`src/rtl/pam4_sched_pkg.sv`:
```
// pam4_sched_pkg
// Shared definitions for the PAM4 frame scheduler:
//   - sched_state_e : scheduler FSM states
//   - HDR_LEN_DEF   : default header length (generator cycles from enable-accept
//                     to the first PRBS symbol)
//   - CNT_W_DEF     : default width of the length/gap/frame counters
package pam4_sched_pkg;

    localparam int HDR_LEN_DEF = 6;
    localparam int CNT_W_DEF   = 16;

    typedef enum logic [2:0] {
        IDLE = 3'd0,
        ARM  = 3'd1,
        HEAD = 3'd2,
        PAY  = 3'd3,
        GAP  = 3'd4,
        DONE = 3'd5
    } sched_state_e;

endpackage

```
`src/rtl/pam4_frame_sched_down_cnt.sv`:
```
// sched_down_cnt
// Loadable down-counter with a zero flag. The scheduler loads it with
// (phase length - 1) and decrements once per cycle of the phase; the phase
// ends on the cycle where zero is high. Load has priority over decrement.
// Ports:
//   clk, rst  : clock, synchronous active-high reset
//   load      : load load_val this cycle
//   load_val  : value to load (W bits)
//   dec       : decrement this cycle (holds at zero)
//   zero      : count is zero
module sched_down_cnt #(
    parameter int W = 16
) (
    input  logic         clk,
    input  logic         rst,
    input  logic         load,
    input  logic [W-1:0] load_val,
    input  logic         dec,
    output logic         zero
);

    logic [W-1:0] cnt_q;
    logic [W-1:0] cnt_d;

    always_comb begin
        cnt_d = cnt_q;
        if (load) begin
            cnt_d = load_val;
        end else if (dec && (cnt_q != '0)) begin
            cnt_d = cnt_q - W'(1);
        end
    end

    always_ff @(posedge clk) begin
        if (rst) begin
            cnt_q <= '0;
        end else begin
            cnt_q <= cnt_d;
        end
    end

    assign zero = (cnt_q == '0);

endmodule

```
`src/rtl/pam4_frame_sched.sv`:
```
// pam4_frame_sched
// Frame scheduler for the PAM4 symbol generator. Emits a sequence of frames
// (send_enable pulse, HDR_LEN header cycles, L payload cycles ending in
// send_stop) separated by a programmable idle gap, then pulses done.
// Ports:
//   clk, rst          : clock, synchronous active-high reset (shared with generator)
//   start             : 1-cycle request, accepted only in IDLE (wins over abort)
//   abort             : terminate the sequence at the earliest legal point
//   cfg_payload_len   : PRBS symbols per frame (0 treated as 1)
//   cfg_gap_len       : idle cycles between frames
//   cfg_num_frames    : frames per sequence
//   send_enable       : frame start pulse to the generator
//   send_stop         : last payload symbol cycle (or abort stop)
//   in_payload        : generator is outputting PRBS symbols
//   busy              : scheduler not IDLE
//   done              : 1-cycle pulse at the end of a sequence
//   frame_cnt         : frames completed in the current sequence
// Configuration macro FRAME_SCHED_CONT_EN:
//   defined   : cfg_num_frames=0 runs frames until abort; frame_cnt wraps
//   undefined : cfg_num_frames=0 gives an immediate done; frame_cnt saturates
module pam4_frame_sched
    import pam4_sched_pkg::*;
#(
    parameter int HDR_LEN = HDR_LEN_DEF,
    parameter int CNT_W   = CNT_W_DEF
) (
    input  logic             clk,
    input  logic             rst,
    input  logic             start,
    input  logic             abort,
    input  logic [CNT_W-1:0] cfg_payload_len,
    input  logic [CNT_W-1:0] cfg_gap_len,
    input  logic [CNT_W-1:0] cfg_num_frames,
    output logic             send_enable,
    output logic             send_stop,
    output logic             in_payload,
    output logic             busy,
    output logic             done,
    output logic [CNT_W-1:0] frame_cnt
);

    localparam logic [CNT_W-1:0] HDR_LOAD = CNT_W'(HDR_LEN - 1);

    sched_state_e     state_q, state_d;
    logic [CNT_W-1:0] len_q, len_d;
    logic [CNT_W-1:0] gap_q, gap_d;
    logic [CNT_W-1:0] frames_left_q, frames_left_d;
    logic [CNT_W-1:0] frame_cnt_q, frame_cnt_d;
    logic             abort_pend_q, abort_pend_d;
`ifdef FRAME_SCHED_CONT_EN
    logic             cont_q, cont_d;
`endif

    logic             cnt_load;
    logic [CNT_W-1:0] cnt_load_val;
    logic             cnt_dec;
    logic             cnt_zero;

    logic [CNT_W-1:0] pay_load;
    logic [CNT_W-1:0] frame_cnt_inc;
    logic             last_frame;

    // One counter times HEAD, PAY and GAP; each phase loads it on the
    // cycle before it starts.
    sched_down_cnt #(
        .W (CNT_W)
    ) u_phase_cnt (
        .clk      (clk),
        .rst      (rst),
        .load     (cnt_load),
        .load_val (cnt_load_val),
        .dec      (cnt_dec),
        .zero     (cnt_zero)
    );

    // A zero payload length is stretched to one symbol.
    assign pay_load = (len_q == '0) ? '0 : (len_q - CNT_W'(1));

`ifdef FRAME_SCHED_CONT_EN
    assign frame_cnt_inc = frame_cnt_q + CNT_W'(1);
    assign last_frame    = !cont_q && (frames_left_q == CNT_W'(1));
`else
    assign frame_cnt_inc = (frame_cnt_q == '1) ? frame_cnt_q : (frame_cnt_q + CNT_W'(1));
    assign last_frame    = (frames_left_q == CNT_W'(1));
`endif

    always_comb begin
        state_d       = state_q;
        len_d         = len_q;
        gap_d         = gap_q;
        frames_left_d = frames_left_q;
        frame_cnt_d   = frame_cnt_q;
        abort_pend_d  = abort_pend_q;
`ifdef FRAME_SCHED_CONT_EN
        cont_d        = cont_q;
`endif
        cnt_load      = 1'b0;
        cnt_load_val  = '0;
        cnt_dec       = 1'b0;

        case (state_q)
            IDLE: begin
                if (start) begin
                    len_d         = cfg_payload_len;
                    gap_d         = cfg_gap_len;
                    frames_left_d = cfg_num_frames;
                    frame_cnt_d   = '0;
                    abort_pend_d  = 1'b0;
`ifdef FRAME_SCHED_CONT_EN
                    cont_d        = (cfg_num_frames == '0);
                    state_d       = ARM;
`else
                    state_d       = (cfg_num_frames == '0) ? DONE : ARM;
`endif
                end
            end
            ARM: begin
                cnt_load     = 1'b1;
                cnt_load_val = HDR_LOAD;
                if (abort) begin
                    abort_pend_d = 1'b1;
                end
                state_d = HEAD;
            end
            HEAD: begin
                // The generator ignores stop during its header, so an abort
                // here is remembered and served on the first payload cycle.
                cnt_dec = 1'b1;
                if (abort) begin
                    abort_pend_d = 1'b1;
                end
                if (cnt_zero) begin
                    cnt_load     = 1'b1;
                    cnt_load_val = pay_load;
                    state_d      = PAY;
                end
            end
            PAY: begin
                cnt_dec = 1'b1;
                if (abort || abort_pend_q) begin
                    state_d = DONE;
                end else if (cnt_zero) begin
                    frame_cnt_d = frame_cnt_inc;
                    if (last_frame) begin
                        state_d = DONE;
                    end else begin
`ifdef FRAME_SCHED_CONT_EN
                        if (!cont_q) begin
                            frames_left_d = frames_left_q - CNT_W'(1);
                        end
`else
                        frames_left_d = frames_left_q - CNT_W'(1);
`endif
                        if (gap_q == '0) begin
                            state_d = ARM;
                        end else begin
                            cnt_load     = 1'b1;
                            cnt_load_val = gap_q - CNT_W'(1);
                            state_d      = GAP;
                        end
                    end
                end
            end
            GAP: begin
                cnt_dec = 1'b1;
                if (abort) begin
                    state_d = DONE;
                end else if (cnt_zero) begin
                    state_d = ARM;
                end
            end
            DONE: begin
                abort_pend_d = 1'b0;
                state_d      = IDLE;
            end
            default: begin
                state_d = IDLE;
            end
        endcase
    end

    always_ff @(posedge clk) begin
        if (rst) begin
            state_q       <= IDLE;
            len_q         <= '0;
            gap_q         <= '0;
            frames_left_q <= '0;
            frame_cnt_q   <= '0;
            abort_pend_q  <= 1'b0;
`ifdef FRAME_SCHED_CONT_EN
            cont_q        <= 1'b0;
`endif
        end else begin
            state_q       <= state_d;
            len_q         <= len_d;
            gap_q         <= gap_d;
            frames_left_q <= frames_left_d;
            frame_cnt_q   <= frame_cnt_d;
            abort_pend_q  <= abort_pend_d;
`ifdef FRAME_SCHED_CONT_EN
            cont_q        <= cont_d;
`endif
        end
    end

    // Outputs decode the state; send_stop also reacts to abort within the
    // same payload cycle.
    always_comb begin
        send_enable = (state_q == ARM);
        in_payload  = (state_q == PAY);
        send_stop   = (state_q == PAY) && (cnt_zero || abort || abort_pend_q);
        busy        = (state_q != IDLE);
        done        = (state_q == DONE);
    end

    assign frame_cnt = frame_cnt_q;

endmodule

```
`config.mk`:
```
export PLATFORM = sky130hd
export DESIGN_NAME = pam4_frame_sched
export DESIGN_NICKNAME = d
export VERILOG_FILES = /design/src/rtl/pam4_sched_pkg.sv /design/src/rtl/pam4_frame_sched_down_cnt.sv /design/src/rtl/pam4_frame_sched.sv
export SDC_FILE = /design/constraint.sdc
export NUM_CORES = 1
export LEC_CHECK = 0
export ABC_AREA = 1
export CAP_MARGIN = 10
export CELL_PAD_IN_SITES_DETAIL_PLACEMENT = 0
export CELL_PAD_IN_SITES_GLOBAL_PLACEMENT = 2
export CORE_MARGIN = 8
export CORE_UTILIZATION = 30
export DETAILED_ROUTE_END_ITERATION = 8
export HOLD_SLACK_MARGIN = 0.08
export PLACE_DENSITY_LB_ADDON = 0.1
export RECOVER_POWER = 50
export SLEW_MARGIN = 5
export SYNTH_ARGS = -nofsm -noshare
export SYNTH_HDL_FRONTEND = slang
export SYNTH_HIERARCHICAL = 1
export SYNTH_SLANG_ARGS = --single-unit
export TNS_END_PERCENT = 30
```
`constraint.sdc`:
```
create_clock -name clk -period 3.3 [get_ports clk]
set_input_delay 0.825 -clock clk [delete_from_list [all_inputs] [get_ports clk]]
set_output_delay 0.825 -clock clk [all_outputs]
set_load 0.1 [all_outputs]
```
# Yosys cells after proc, flatten, opt, wreduce, memory -nomap -nowiden
# Cells that the tools add are included.
dict set report word_totals {
  ff_bits 84
  elab_cells 89
  input_bits 52
}
dict set report op_classes {
  reduce_logical 22
  n_mux 39
  n_addsub 5
  eq_ne 16
}
# op n
set ops {}
lappend ops {{2-to-1 mux 16 bit} 16}
lappend ops {{zero test 16 bit} 4}
lappend ops {{one-hot mux 16 bit (2 select lines)} 2}
lappend ops {{subtractor 16 x 1 -> 16 bit, second input constant} 4}
lappend ops {{one-hot mux 16 bit (3 select lines)} 1}
lappend ops {{2-to-1 mux 3 bit} 9}
lappend ops {{adder 16 x 1 -> 16 bit, second input constant} 1}
lappend ops {{== test 16 x 1 -> 1 bit, second input constant} 1}
lappend ops {{== test 16 bit, second input constant} 1}
lappend ops {{nonzero test 16 bit} 1}
lappend ops {{one-hot mux 3 bit (5 select lines)} 1}
lappend ops {{inequality test 2 bit, second input constant} 5}
lappend ops {{AND reduction 5 bit} 2}
lappend ops {{2-to-1 mux 1 bit} 8}
lappend ops {{== test 3 x 2 -> 1 bit, second input constant} 2}
lappend ops {{== test 3 bit, second input constant} 2}
lappend ops {{one-hot mux 1 bit (3 select lines)} 2}
lappend ops {{nonzero test 3 bit} 2}
lappend ops {{inequality test 2 x 1 -> 1 bit, second input constant} 2}
lappend ops {{AND reduction 4 bit} 1}
lappend ops {{nonzero test 2 bit} 2}
lappend ops {{== test 3 x 1 -> 1 bit, second input constant} 1}
lappend ops {{zero test 3 bit} 1}
lappend ops {{logical OR 1 bit} 3}
lappend ops {{other kinds (7)} 8}

# Longest topological paths before layout
dict set report logic_depth {
  word_depth 7
  depth_mapped 18
  depth_no_buf 16
}

# Hierarchy
# The synthesis kept the hierarchy.
# module n_inst cells_per_inst area_each_um2 seq_area_each_um2
set modules_own_cells {}
lappend modules_own_cells {pam4_frame_sched 1 689 4340.4 1361.3}
lappend modules_own_cells {sched_down_cnt 1 220 1206.2 320.3}

# Least setup slack after synthesis
# Ideal clock, no wire load.
dict set report synth_path {
  path_kind {reg-to-output}
  startpoint {reg state_q[2]}
  endpoint {out done}
  stages_incl_launch_ff 3
  required_time_ns 2.475
  n_path_buf 0
  path_slack_ns -0.146
  t_arrival_ns 2.621
  path_cell_list {dfxtp_1 -> inv_1 -> nor3_1}
}
dict set report synth_between {
  elab_chain_cells 1
}
# item line
set synth_rtl {}
lappend synth_rtl {{from (decl)} pam4_frame_sched.sv:44} ;# sched_state_e state_q, state_d;
lappend synth_rtl {{from (signal assigned)} pam4_frame_sched.sv:194} ;# state_q <= state_d;
lappend synth_rtl {{== test 3 bit} pam4_frame_sched.sv:213} ;# done = (state_q == DONE);
lappend synth_rtl {{to (decl)} pam4_frame_sched.sv:38} ;# output logic done,
# No other way between the ends.

# Worst setup path after layout
dict set report layout_path {
  startpoint {reg u_phase_cnt.cnt_q[0]}
  endpoint {out send_stop}
}
dict set report layout_between {
  elab_chain_cells 4
}
# item line
set layout_rtl {}
lappend layout_rtl {{from (decl)} pam4_frame_sched_down_cnt.sv:22} ;# logic [W-1:0] cnt_q;
lappend layout_rtl {{from (signal assigned)} pam4_frame_sched_down_cnt.sv:38} ;# cnt_q <= cnt_d;
lappend layout_rtl {{zero test 16 bit} pam4_frame_sched_down_cnt.sv:42} ;# assign zero = (cnt_q == '0);
lappend layout_rtl {{net cnt_zero} pam4_frame_sched.sv:57} ;# logic cnt_zero;
lappend layout_rtl {{logical OR 1 bit (2 in series)} pam4_frame_sched.sv:211} ;# send_stop = (state_q == PAY) && (cnt_zero || abort || abort_pend_q);
lappend layout_rtl {{logical AND 1 bit} pam4_frame_sched.sv:211}
lappend layout_rtl {{to (decl)} pam4_frame_sched.sv:35} ;# output logic send_stop,
# The timed path passes the listed nets, and every way through them passes these cells.

==> impl_metrics.csv <==
group,metric,value,unit
run_status,status,"finished clean",
clocking,clock_latency,0.35,ns
placement,place_area,6461,µm²
power,combPwrFrac,55.7,%
grt,grt-ovfl-total,0,
setup_path,cp_common_cell,"inv_1",
clocking,root_buffer,"clkbuf_16",
drt,dr.first_iter.drc_count,229,
power,power_switching,2962,µW
clocking,h-tree-depth,3,
drt,vias,5910,
sta,holdWs,0.4517,ns
sta,finalSetupViolations,0,
power,ir_drop,0.5119,mV
sta,relSlewSlack,21.77,%
synth,ys_seq_area_share,30.32,%
synth,ys_warn_count,6,
sta,rsz0062_at_grt,"no",
setup_path,worst_path_max_delay_cell,"dfxtp_1",
layout,final_area,6699,µm²
floorplanning,ios,73,
layout,mostFrequentLayoutCells,"177 x nand2_1, 173 x nor2_1, 110 x inv_1",
power,power.internal,2921,µW
synth,async_reset_ff_share,0,%
layout,multi_input_area,3303,µm²
power,clkPwrFrac,18.1,%
synth,syn_avg_cell_area,6.102,µm²
layout,nets,1033,
setup_path,crit_path_end_kind,"primary output",
sta,setup_ws,0.2029,ns
layout,seq_area,1682,µm²
setup_path,critPathKind,"reg2out",
power,pwr-share-seq,26.2,%
drt,wl_per_cell,14.92,µm
power,finalPower,5883,µW
synth,ys_ff_latch,84,
synth,synthFlopType,"dfxtp_1",
placement,io_buffers,72,
layout,final_common_cell,"nand2_1",
drt,vias_per_cell,4.884,
floorplanning,chipWidth,152.0,µm
layout,drive_above_1_share,5.612,%
setup_path,critPathMaxFanout,7,
sta,final_hold_viol_count,0,
grt,antenna_found_initial,1,
grt,grt_max_degree,66,
run,maxCapViolations,0,
floorplanning,die_h,152.0,µm
layout,fill_cells,2064,
grt,grt_pass1_wl,30010,µm
synth,syn_nets,967,
placement,gp_routability_congestion,0.8720,
synth,yosysUniqueCellTypes,39,
synth,synthTopCellsByArea,"dfxtp_1 30%, nand2_1 12%, nor2_1 12%",
setup_path,cpPeakStageDelay,0.33,ns
floorplanning,core,18020,µm²
synth,synth_area_leader_cell,"dfxtp_1",
sta,skew,0.01352,ns
placement,hpwl,13840,µm
floorplanning,dieArea,23090,µm²
setup_path,cp_data_arrival_time,2.27,ns
layout,utilization,37.17,%
power,power.leakage,0.002922,µW
floorplanning,row_count,49,
sta,fin_crit,3.097,ns
drt,wirelength,18050,µm
synth,synth_edf_count,0,
grt,grt_pass1_vias,5969,
power,cellPowerDensity,878.3,nW/µm²
placement,dp_slack,0.2756,ns
clocking,cts_tree,"done",
sta,fmax,0.3229,GHz
synth,synth_area,5547,µm²
clocking,cts_buffers,9,
layout,area.growth.synth_to_final,20.78,%
drt,ant_nets,0,
clocking,clockBufferDepth,2,
clocking,clock_sinks,84,
setup_path,startpoint_type,"flip-flop",
sta,worstMarginPinSlew,1.178,ns
setup_path,path_cells,"inv_1, ha_1, nand2_2, nor2_4, nand2_1, nor4_1, buf_4, o21ai_0, inv_1, buf_12",
drt,drc,0,
synth,synth_top_area_share,30.32,%
synth,netlist_instances,909,
floorplanning,initial_core_util,30.77,%
grt,grtUsageTotal,15.61,%
hold_path,hold_path_class,"reg2reg",
power,p_sw_share,50.35,%
clocking,hold_buffers,0,
setup_path,critical_path_required,2.47,ns
clocking,clk_pin_slew,0.07,ns
sta,fin_crit_sh,93.85,%
drt,drtPass1Iterations,5,
sta,drv_slew,0,
[sequential cells by signal, summed over array words and instances, names as in the netlist]
| name | flops |
|---|---|
| state_q | 3 |
| gap_q | 16 |
| len_q | 16 |
| u_phase_cnt/cnt_q | 16 |
| frame_cnt | 16 |
| abort_pend_q | 1 |
| frames_left_q | 16 |
[area by class of cell]
type                            count  share of cell area [%]
Antenna cell                        1                 0.03736
Inverter                          113                   6.369
Timing Repair Buffer               83                   10.37
Tap cell                          229                   4.277
Clock inverter                      5                  0.9152
Multi-Input combinational cell    684                   49.31
Clock buffer                       11                   3.623
Sequential cell                    84                   25.10
[per-stage QoR]
stage               instances  setup TNS (ns)
finish                   1210               0
global route             1210               0
CTS                      1209               0
detailed placement       1193               0
global placement         1193               0
floorplan                 909        -0.07179
[synthesized netlist by cell type (3+ instances only)]
master      n
nand2_1   177
nor2_1    173
inv_1     110
dfxtp_1    84
o21ai_0    74
nand3_1    73
a21oi_1    69
xor2_1     27
clkbuf_1   16
nor3_1     14
o22ai_1    11
o21ai_1     9
nand4_1     8
ha_1        6
or2_2       6
buf_2       5
buf_6       4
nand2_2     4
xnor2_1     4
nand2_4     3
nand3_2     3
nand3b_1    3
nor2_2      3
o211ai_1    3
[layer usage]
layer	GRT usage, %	vias to the layer above	wire length, µm
met2	27.04	104	8735
met4	4.149	0	249
met1	19.01	2730	8422
met3	3.500	18	646
met5	0	-	0
li1	-	3058	-
[power by group through the flow]
| stage | clock network (µW) | registers, µW | logic [µW] |
|---|---|---|---|
| final | 1060 | 1540 | 3280 |
| after global routing | 1140 | 1580 | 3730 |
| after CTS | 1110 | 1540 | 3320 |
| after detailed placement | 0 | 1560 | 3300 |
| after global placement | 0 | 1560 | 3320 |
| after floorplan | 0 | 1520 | 2490 |
[worst max-delay path, delay by kind of cell (launching register included)]
kind,cells,cell delay [ns]
flops,1,0.33
fa+ha+maj,1,0.20
buf+inv,4,0.61
simple gates,4,0.63
compound gates,1,0.16
[path summary, 6_finish.rpt]
path                                     startpoint                                end  slack [ns]  depth (start not counted)
hold reg to reg           abort_pend_q$_SDFFE_PP0P_          abort_pend_q$_SDFFE_PP0P_        0.45                          2
setup reg to reg  u_phase_cnt/cnt_q[0]$_SDFFE_PP0P_  u_phase_cnt/cnt_q[0]$_SDFFE_PP0P_        0.55                         17
hold / removal            abort_pend_q$_SDFFE_PP0P_          abort_pend_q$_SDFFE_PP0P_        0.45                          2
setup / recovery  u_phase_cnt/cnt_q[0]$_SDFFE_PP0P_                          send_stop        0.20                         10
[what timing repair did]
action                     in CTS  in global routing
setup endpoints to repair       0                  1
buffers inserted                0                  0
hold endpoints to repair        0                  0
resized for setup               0                  1
[cell families after synthesis]
logic type                 Yosys count  synth area share (%)
DFF                                 84                 30.32
adders and majority gates            6                 1.353
buffers and inverters              141                 10.31
AOI/OAI and AO/OA                  174                 16.58
xor gates and xnor gates            31                 4.895
and+or+nand+nor                    471                 36.18
muxes                                2                0.3609
(Power assumes the default switching activity.)
